--- src/rtl/cpu_pkg.sv ---
// Shared core definitions: hazard controller state, debug view and
// pipeline register indices used for the stall/flush vectors.
package cpu_pkg;

  typedef enum logic {
    RUN = 1'b0,
    LU  = 1'b1
  } hazard_state_e;

  // Pipeline register positions inside the stall/flush vectors.
  localparam int REG_PC    = 0;
  localparam int REG_IFID  = 1;
  localparam int REG_IDEX  = 2;
  localparam int REG_EXMEM = 3;

  // Observable internals of the hazard controller.
  typedef struct packed {
    hazard_state_e state;
    logic [2:0]    cnt;
    logic          flush_pend;
  } hazard_dbg_t;

endpackage

--- src/rtl/hazard_ctrl_lu_detect.sv ---
// Load-use hazard detector: flags a load in EX whose destination is a
// register the ID instruction reads. Register 0 never creates a hazard.
// Purely combinational so the forwarding unit can reuse it as-is.
module lu_detect #(
  parameter int REG_AW = 5
) (
  input  logic              ex_rmem_i,
  input  logic              ex_wreg_i,
  input  logic [REG_AW-1:0] ex_wd_i,
  input  logic [REG_AW-1:0] id_rs_i,
  input  logic [REG_AW-1:0] id_rt_i,
  input  logic              id_reg1_read_i,
  input  logic              id_reg2_read_i,
  output logic              lu_hit_o
);

  logic rs_match;
  logic rt_match;

  // Compare the EX destination against each ID source actually read.
  always_comb begin
    rs_match = (ex_wd_i == id_rs_i) & id_reg1_read_i;
    rt_match = (ex_wd_i == id_rt_i) & id_reg2_read_i;
    lu_hit_o = ex_rmem_i & ex_wreg_i & (ex_wd_i != '0) & (rs_match | rt_match);
  end

endmodule

--- src/rtl/hazard_ctrl.sv ---
// Pipeline hazard and stall controller. Produces per-register stall
// (hold) and flush (load bubble) vectors combinationally from the
// current stall sources and a small load-use FSM.
//
// Handshake: there is no valid/ready pair here; every input is a level
// sampled each cycle, and stall_o/flush_o are valid in the same cycle.
// A freeze (ex_busy_i | mem_busy_i) holds all internal state, and an
// exception flush seen during a freeze is latched in flush_pend and
// applied on the first unfrozen cycle.
module hazard_ctrl
  import cpu_pkg::*;
#(
  parameter int NREG     = 5,
  parameter int LOAD_LAT = 1,
  parameter int REG_AW   = 5
) (
  input  logic              clk,
  input  logic              resetn,
  input  logic              if_busy_i,
  input  logic              ex_busy_i,
  input  logic              mem_busy_i,
  input  logic              exc_flush_i,
  input  logic              ex_rmem_i,
  input  logic              ex_wreg_i,
  input  logic [REG_AW-1:0] ex_wd_i,
  input  logic [REG_AW-1:0] id_rs_i,
  input  logic [REG_AW-1:0] id_rt_i,
  input  logic              id_reg1_read_i,
  input  logic              id_reg2_read_i,
  output logic [NREG-1:0]   stall_o,
  output logic [NREG-1:0]   flush_o,
  output logic              flush_pend_o,
  output logic [31:0]       stall_cnt_o,
  output hazard_dbg_t       dbg_o
);

  // Remaining bubbles loaded when a multi-bubble load-use is entered.
  localparam logic [2:0] LU_INIT = 3'(LOAD_LAT - 1);

  hazard_state_e state_q, state_d;
  logic [2:0]    cnt_q, cnt_d;
  logic          flush_pend_q, flush_pend_d;
  logic [31:0]   stall_cnt_q;

  logic lu_hit;
  logic freeze;
  logic fl;
  logic lu;

  lu_detect #(
    .REG_AW(REG_AW)
  ) u_lu_detect (
    .ex_rmem_i      (ex_rmem_i),
    .ex_wreg_i      (ex_wreg_i),
    .ex_wd_i        (ex_wd_i),
    .id_rs_i        (id_rs_i),
    .id_rt_i        (id_rt_i),
    .id_reg1_read_i (id_reg1_read_i),
    .id_reg2_read_i (id_reg2_read_i),
    .lu_hit_o       (lu_hit)
  );

  // Hazard conditions shared by the output and next-state logic.
  always_comb begin
    freeze = ex_busy_i | mem_busy_i;
    fl     = exc_flush_i | flush_pend_q;
    lu     = (state_q == LU) | ((state_q == RUN) & lu_hit);
  end

  // State register: FSM, bubble counter and pending flush.
  always_ff @(posedge clk) begin
    if (!resetn) begin
      state_q      <= RUN;
      cnt_q        <= '0;
      flush_pend_q <= 1'b0;
    end else begin
      state_q      <= state_d;
      cnt_q        <= cnt_d;
      flush_pend_q <= flush_pend_d;
    end
  end

  // Next-state logic; a freeze blocks every transition.
  always_comb begin
    state_d      = state_q;
    cnt_d        = cnt_q;
    flush_pend_d = flush_pend_q;
    if (freeze) begin
      if (exc_flush_i) flush_pend_d = 1'b1;
    end else if (fl) begin
      state_d      = RUN;
      cnt_d        = '0;
      flush_pend_d = 1'b0;
    end else if (state_q == LU) begin
      if (cnt_q == 3'd1) begin
        state_d = RUN;
        cnt_d   = '0;
      end else begin
        cnt_d = cnt_q - 3'd1;
      end
    end else if (lu_hit) begin
      if (LOAD_LAT > 1) begin
        state_d = LU;
        cnt_d   = LU_INIT;
      end
    end
  end

  // Output logic: strict priority reset > freeze > flush > load-use > fetch miss.
  always_comb begin
    stall_o = '0;
    flush_o = '0;
    if (!resetn) begin
      flush_o = '1;
    end else if (freeze) begin
      stall_o = '1;
    end else if (fl) begin
      flush_o[REG_IFID]  = 1'b1;
      flush_o[REG_IDEX]  = 1'b1;
      flush_o[REG_EXMEM] = 1'b1;
    end else if (lu) begin
      stall_o[REG_PC]   = 1'b1;
      stall_o[REG_IFID] = 1'b1;
      flush_o[REG_IDEX] = 1'b1;
    end else if (if_busy_i) begin
      stall_o[REG_PC]   = 1'b1;
      flush_o[REG_IFID] = 1'b1;
    end
  end

  // Free-running count of cycles in which the PC is held.
  always_ff @(posedge clk) begin
    if (!resetn) begin
      stall_cnt_q <= '0;
    end else if (stall_o[REG_PC]) begin
      stall_cnt_q <= stall_cnt_q + 32'd1;
    end
  end

  assign flush_pend_o     = resetn & flush_pend_q;
  assign stall_cnt_o      = stall_cnt_q;
  assign dbg_o.state      = state_q;
  assign dbg_o.cnt        = cnt_q;
  assign dbg_o.flush_pend = flush_pend_q;

endmodule
--- config.mk ---
export PLATFORM = sky130hd
export DESIGN_NAME = hazard_ctrl
export DESIGN_NICKNAME = d
export VERILOG_FILES = /design/src/rtl/cpu_pkg.sv /design/src/rtl/hazard_ctrl_lu_detect.sv /design/src/rtl/hazard_ctrl.sv
export SDC_FILE = /design/constraint.sdc
export NUM_CORES = 1
export LEC_CHECK = 0
export CAP_MARGIN = 20
export CELL_PAD_IN_SITES_DETAIL_PLACEMENT = 2
export CELL_PAD_IN_SITES_GLOBAL_PLACEMENT = 2
export CORE_UTILIZATION = 28
export DETAILED_ROUTE_END_ITERATION = 16
export PLACE_DENSITY = 0.92
export SLEW_MARGIN = 10
export SYNTH_ARGS = -nofsm -noshare
export SYNTH_HDL_FRONTEND = slang
export SYNTH_SLANG_ARGS = --single-unit
--- constraint.sdc ---
create_clock -name clk -period 4.8 [get_ports clk]
set_input_delay 0.96 -clock clk [delete_from_list [all_inputs] [get_ports clk]]
set_output_delay 0.96 -clock clk [all_outputs]
set_load 0.01 [all_outputs]
==> results of run 1 <==
## kinds of logic after synthesis
| logic type | share of synthesized area, % |
|---|---|
| multiplexers | 2.27 |
| buffers and inverters | 6.31 |
| flip-flops | 33.7 |
| XOR/XNOR | 8.75 |
| adder cells (fa/ha/maj) | 1.71 |
| AO/OA/AOI/OAI | 12.9 |
| AND/OR/NAND/NOR | 34.4 |
## worst max-delay path, stage by stage
cell and delay [ns]:
clkdlybuf4s50_1 0.51, xnor2_1 0.31, nand4_1 0.22, o221ai_4 0.48, nand2_4 0.17, nor2_1 0.20
clkdlybuf4s50_1 0.58
## layout make-up
class / instances / area, sq um / share of cell area (%)
multi-input cells: 202 / 1320 / 43.0
flip-flops and latches: 37 / 741 / 24.1
repair buffers: 75 / 743 / 24.2
clock buffers: 7 / 86.3 / 2.81
clock inverters: 1 / 30.0 / 0.978
well taps: 99 / 124 / 4.03
inverters: 7 / 26.3 / 0.855
## stage by stage
| step | setup WS, ns | util [%] | instance area, sq um | hold WS (ns) | total power (W) |
|---|---|---|---|---|---|
| finish | 0.398 | 41.5 | 3070 | 0.493 | 0.000708 |
| CTS | 0.387 | 41.5 | 3070 | 0.502 | 0.000717 |
| floorplan | 1.55 | - | 2200 | 0.469 | 0.000375 |
| detailed placement | 0.421 | 39.9 | 2960 | 0.485 | 0.000430 |
| global placement | 0.612 | 39.9 | 2960 | 0.460 | 0.000424 |
| global route | 0.262 | 41.5 | 3070 | 0.515 | 0.000740 |
## state kept, by name, summed over array words and instances, names as in the netlist
register,cells
cnt_q,3
state_q,1
flush_pend_q,1
stall_cnt_o,32
## worst paths after layout
path                   start              end  slack (ns)  cells after the start
max               ex_wd_i[4]       stall_o[0]        0.40                      7
min          stall_cnt_o[31]  stall_cnt_o[31]        0.49                      2
max reg2reg     flush_pend_q  stall_cnt_o[31]        2.57                      6
min reg2reg  stall_cnt_o[31]  stall_cnt_o[31]        0.49                      2
## report_power, final
part           internal (W)  switching [W]
sequential         0.000311     0.00000599
clock              0.000170       0.000114
combinational     0.0000531      0.0000542
total              0.000534       0.000175
## layout by cell type (no fill, tap or decap), types with 2 or more instances in the layout
master,instances
a21oi_1,5
and4_1,2
buf_4,3
clkbuf_8,6
clkdlybuf4s50_1,72
dfxtp_1,37
ha_1,3
inv_1,7
mux2i_1,5
nand2_1,31
nand2_2,2
nand2_4,2
nand2b_1,7
nand3_1,15
nand4_1,8
nand4b_1,3
nor2_1,35
nor3_1,3
nor4_1,9
nor4_2,2
o211ai_1,5
o21ai_0,4
o21bai_1,8
o311ai_0,2
o41ai_1,3
or4_1,4
xnor2_1,11
xor2_1,11
## routing by layer
layer	GRT usage (%)	part of all wire, %
met5	0	0
met4	7.80	2.2
met3	3.45	3.3
met2	37.6	53
met1	23.5	42
==> flow_metrics.tcl, run 1 <==
set metrics [dict create \
    crit_path_start_kind "input port" \
    yosys.area.top_type_share_pct 33.7 \
    cts_setup_buffers 0 \
    overflow 0 \
    cts_root_buffer "clkbuf_8" \
    ir_drop_mv 0.0802 \
    synth_nets 289 \
    ioPinCount 73 \
    hp-class "flop to flop" \
    hold_viol_final 0 \
    p_leak_nw 1.03 \
    avgRoutedWirePerCell_um 18.8 \
    synth_most_common_cell "dfxtp_1" \
    viasPerCell 5.26 \
    synth_cells 261 \
    timing.final.crit_share_pct 91.7 \
    cts_resized 0 \
    ctsHoldBuffers 0 \
    cts_tree "done" \
    yosysSeqAreaShare_pct 33.7 \
    ant_nets 0 \
    drive_gt1_share_pct 8.51 \
    final.fill_count 835 \
    netlist_area_sq_mm 0.00220 \
    power_density_mw_per_mm2 231 \
    firstDrtPassIters 4 \
    initial_core_util_pct 29.7 \
    num_rows 31 \
    slew_headroom_pct 53.7 \
    yosys_most_used_dff "dfxtp_1" \
    fin_skew_ns 0.00815 \
    die_h_um 90.7 \
    yosysTopAreaCell "dfxtp_1" \
    max_cap_violations 0 \
    cts_max_level 2 \
    status "finished, final reports clean" \
    dieArea_sq_mm 0.00822 \
    grt_pass1_wl_mm 13.2 \
    drc 0 \
    first_global_vias 2407 \
    drt_wl_total_mm 8.04 \
    dp.cells 420 \
    drt-initial-drc-count 91 \
    diodes 0 \
    port_buffers 72 \
    ys_top_cells_by_area "dfxtp_1 (34%), nor2_1 (6.0%), nand2_1 (5.3%)" \
    synth-edff-count 0 \
    cts.sinks 37 \
    netlist_top_cells_count "dfxtp_1 (37), nor2_1 (35), nand2_1 (31)" \
    clkLatencyLatePin_ns 0.29 \
    synth_seq_cells 37 \
    rsz0062_at_grt "no" \
    finish.net_count 356 \
    antenna_found_initial 0 \
    critPathArrivalTime_ns 3.44 \
    ys_types 53 \
    grtUsageTotal_pct 20.5 \
    tns_ns 0 \
    routabilityCongestion 0.744 \
    critPathKind "input port to primary output" \
    finalNonFillerCells 428 \
    avgSynthCellArea_sq_um 8.43 \
    clk_pin_slew_ns 0.08 \
    layout-area-overhead-vs-synth_pct 39.6 \
    required_ns 3.84 \
    ys_warn_count 0 \
    vias 2252 \
    die_w_um 90.7 \
    grt_max_degree 33 \
    core_sq_mm 0.00741 \
    fmax_mhz 227 \
    crit_path_end_kind "primary output" \
    slew_violations 0 \
    fin_crit_ns 4.40 \
    setup_viol 0 \
    cts_max_path_buffers 2 \
    async_reset_ff_share_pct 0 \
    tightest_slew_ns 0.694 \
    hpwl_mm 5.82 \
    cts_buffers 5 \
    path_max_fanout 12 \
]
(Power assumes the default switching activity.)
==> run 2, diff against run 1 <==
--- a/config.mk
+++ b/config.mk
@@ -10,6 +10,7 @@
 export CELL_PAD_IN_SITES_GLOBAL_PLACEMENT = 2
 export CORE_UTILIZATION = 28
 export DETAILED_ROUTE_END_ITERATION = 16
+export GPL_TIMING_DRIVEN = 0
 export PLACE_DENSITY = 0.92
 export SLEW_MARGIN = 10
 export SYNTH_ARGS = -nofsm -noshare
==> flow_metrics.tcl, run 2 (same netlist as run 1, synthesis figures left out) <==
set metrics [dict create \
    dp.cells 432 \
    routabilityCongestion 0.776 \
    port_buffers 72 \
    slew_violations 0 \
    fmax_mhz 219 \
    die_h_um 90.7 \
    clk_pin_slew_ns 0.08 \
    hold_viol_final 0 \
    diodes 0 \
    drt_wl_total_mm 8.20 \
    layout-area-overhead-vs-synth_pct 43.8 \
    cts_max_path_buffers 2 \
    preCtsSetupSlack_ns -0.113 \
    drc 0 \
    crit_path_start_kind "input port" \
    grtUsageTotal_pct 20.4 \
    fin_ws_ns 0.238 \
    grt_max_degree 12 \
    final_cell_area_sq_mm 0.00316 \
    viasPerCell 5.19 \
    vias 2285 \
    cts_tree "done" \
    p_comb_share_pct 15.8 \
    p_leak_nw 1.08 \
    p_int_w 0.000538 \
    most-common-layout-cells "clkdlybuf4s50_1 (72), dfxtp_1 (37), nor2_1 (35), nand2_1 (31), nand3_1 (15)" \
    cts_max_level 2 \
    fin_skew_ns 0.0114 \
    placed_area_sq_mm 0.00305 \
    hpwl_mm 6.48 \
    cts_buffers 5 \
    crit_path_end_kind "primary output" \
    clkLatencyLatePin_ns 0.29 \
    ir_drop_mv 0.0927 \
    antenna_found_initial 0 \
    swShare_pct 25.1 \
    initial_core_util_pct 29.7 \
    finish.net_count 368 \
    grt_pass1_wl_mm 13.2 \
    path_max_fanout 11 \
    max_cap_violations 0 \
    slew_headroom_pct 60.4 \
    ant_nets 0 \
    hp-class "flop to flop" \
    ioPinCount 73 \
    overflow 0 \
    first_global_vias 2466 \
    final.fill_count 841 \
    fin_crit_ns 4.56 \
    cts.sinks 37 \
    critPathKind "input port to primary output" \
    rsz0062_at_grt "no" \
    avgRoutedWirePerCell_um 18.6 \
    drive_gt1_share_pct 10.9 \
    whs_ns 0.481 \
    tns_ns 0 \
    firstDrtPassIters 4 \
    critPathArrivalTime_ns 3.60 \
    status "finished, final reports clean" \
    tightest_slew_ns 0.588 \
    setup_viol 0 \
    power_density_mw_per_mm2 227 \
    r2r-start "stall_cnt_o[4]" \
    largest_reg_flops 32 \
    power_frac_clock_pct 40.2 \
    timing.final.crit_share_pct 95.0 \
    num_rows 31 \
    required_ns 3.84 \
    ctsHoldBuffers 0 \
    crit_start "resetn" \
    min_from "stall_cnt_o[31]" \
    core_sq_mm 0.00741 \
    cts_root_buffer "clkbuf_8" \
    final_common_cell "clkdlybuf4s50_1" \
    finalNonFillerCells 440 \
    die_w_um 90.7 \
    drt-initial-drc-count 56 \
    dieArea_sq_mm 0.00822 \
    seqPwrFrac_pct 44.0 \
    power.switching_w 0.000180 \
]
==> run 2: changes by cell type in the layout (fill, tap and decap cells not counted), sizes merged <==
cell,change
buf,+8
dlygate4sd3,+1
clkbuf,+3
==> run 2: final timing paths <==
path                      to  slack, ns  cells past startpoint
max reg2reg  stall_cnt_o[28]       2.68                      6
min reg2reg  stall_cnt_o[31]       0.48                      2
min          stall_cnt_o[31]       0.48                      2
max               stall_o[3]       0.24                      8
==> run 2: timing repair <==
action,4_1_cts,5_1_grt
resized for setup,1,2
cloned,0,0
setup endpoints to repair,4,2
buffers inserted,0,0
==> run 2: layer usage <==
metal  vias up  track usage (%)  part of all wire [%]
li1       1082                -                     -
met1      1144             22.9                    40
met2        51             39.5                    55
met3         8             3.11                   4.1
met4         0             5.11                   1.1
met5         -                0                     0
==> run 2: cell type report <==
cell class	instances	area [sq um]	share of cell area, %
multi-input cells	202	1320	41.8
inverters	7	26.3	0.830
repair buffers	72	721	22.8
clock buffers	7	86.3	2.73
clock inverters	1	30.0	0.949
flip-flops and latches	37	741	23.4
well taps	99	124	3.91
plain buffers	15	115	3.64
==> run 2: worst max-delay path, stage by stage <==
cell and delay [ns]:
clkdlybuf4s50_1 0.60, inv_1 0.19, clkbuf_1 0.44, clkbuf_2 0.35
buf_2 0.29, nor2_1 0.13, buf_4 0.17, clkdlybuf4s50_1 0.47
==> run 2: power groups by stage <==
stage | logic, W | clock network [W] | registers (W)
floorplan | 0.0000510 | 0 | 0.000324
global placement | 0.000108 | 0 | 0.000323
detailed placement | 0.000114 | 0 | 0.000323
CTS | 0.000115 | 0.000293 | 0.000316
global route | 0.000122 | 0.000307 | 0.000317
finish | 0.000113 | 0.000289 | 0.000316
==> run 2: metrics by stage <==
| stage | util, % | power (W) |
|---|---|---|
| final | 42.7 | 0.000718 |
| after global routing | 42.7 | 0.000746 |
| after CTS | 42.7 | 0.000724 |
| after detailed placement | 41.1 | 0.000437 |
| after global placement | 41.1 | 0.000430 |
| after floorplan | - | 0.000375 |
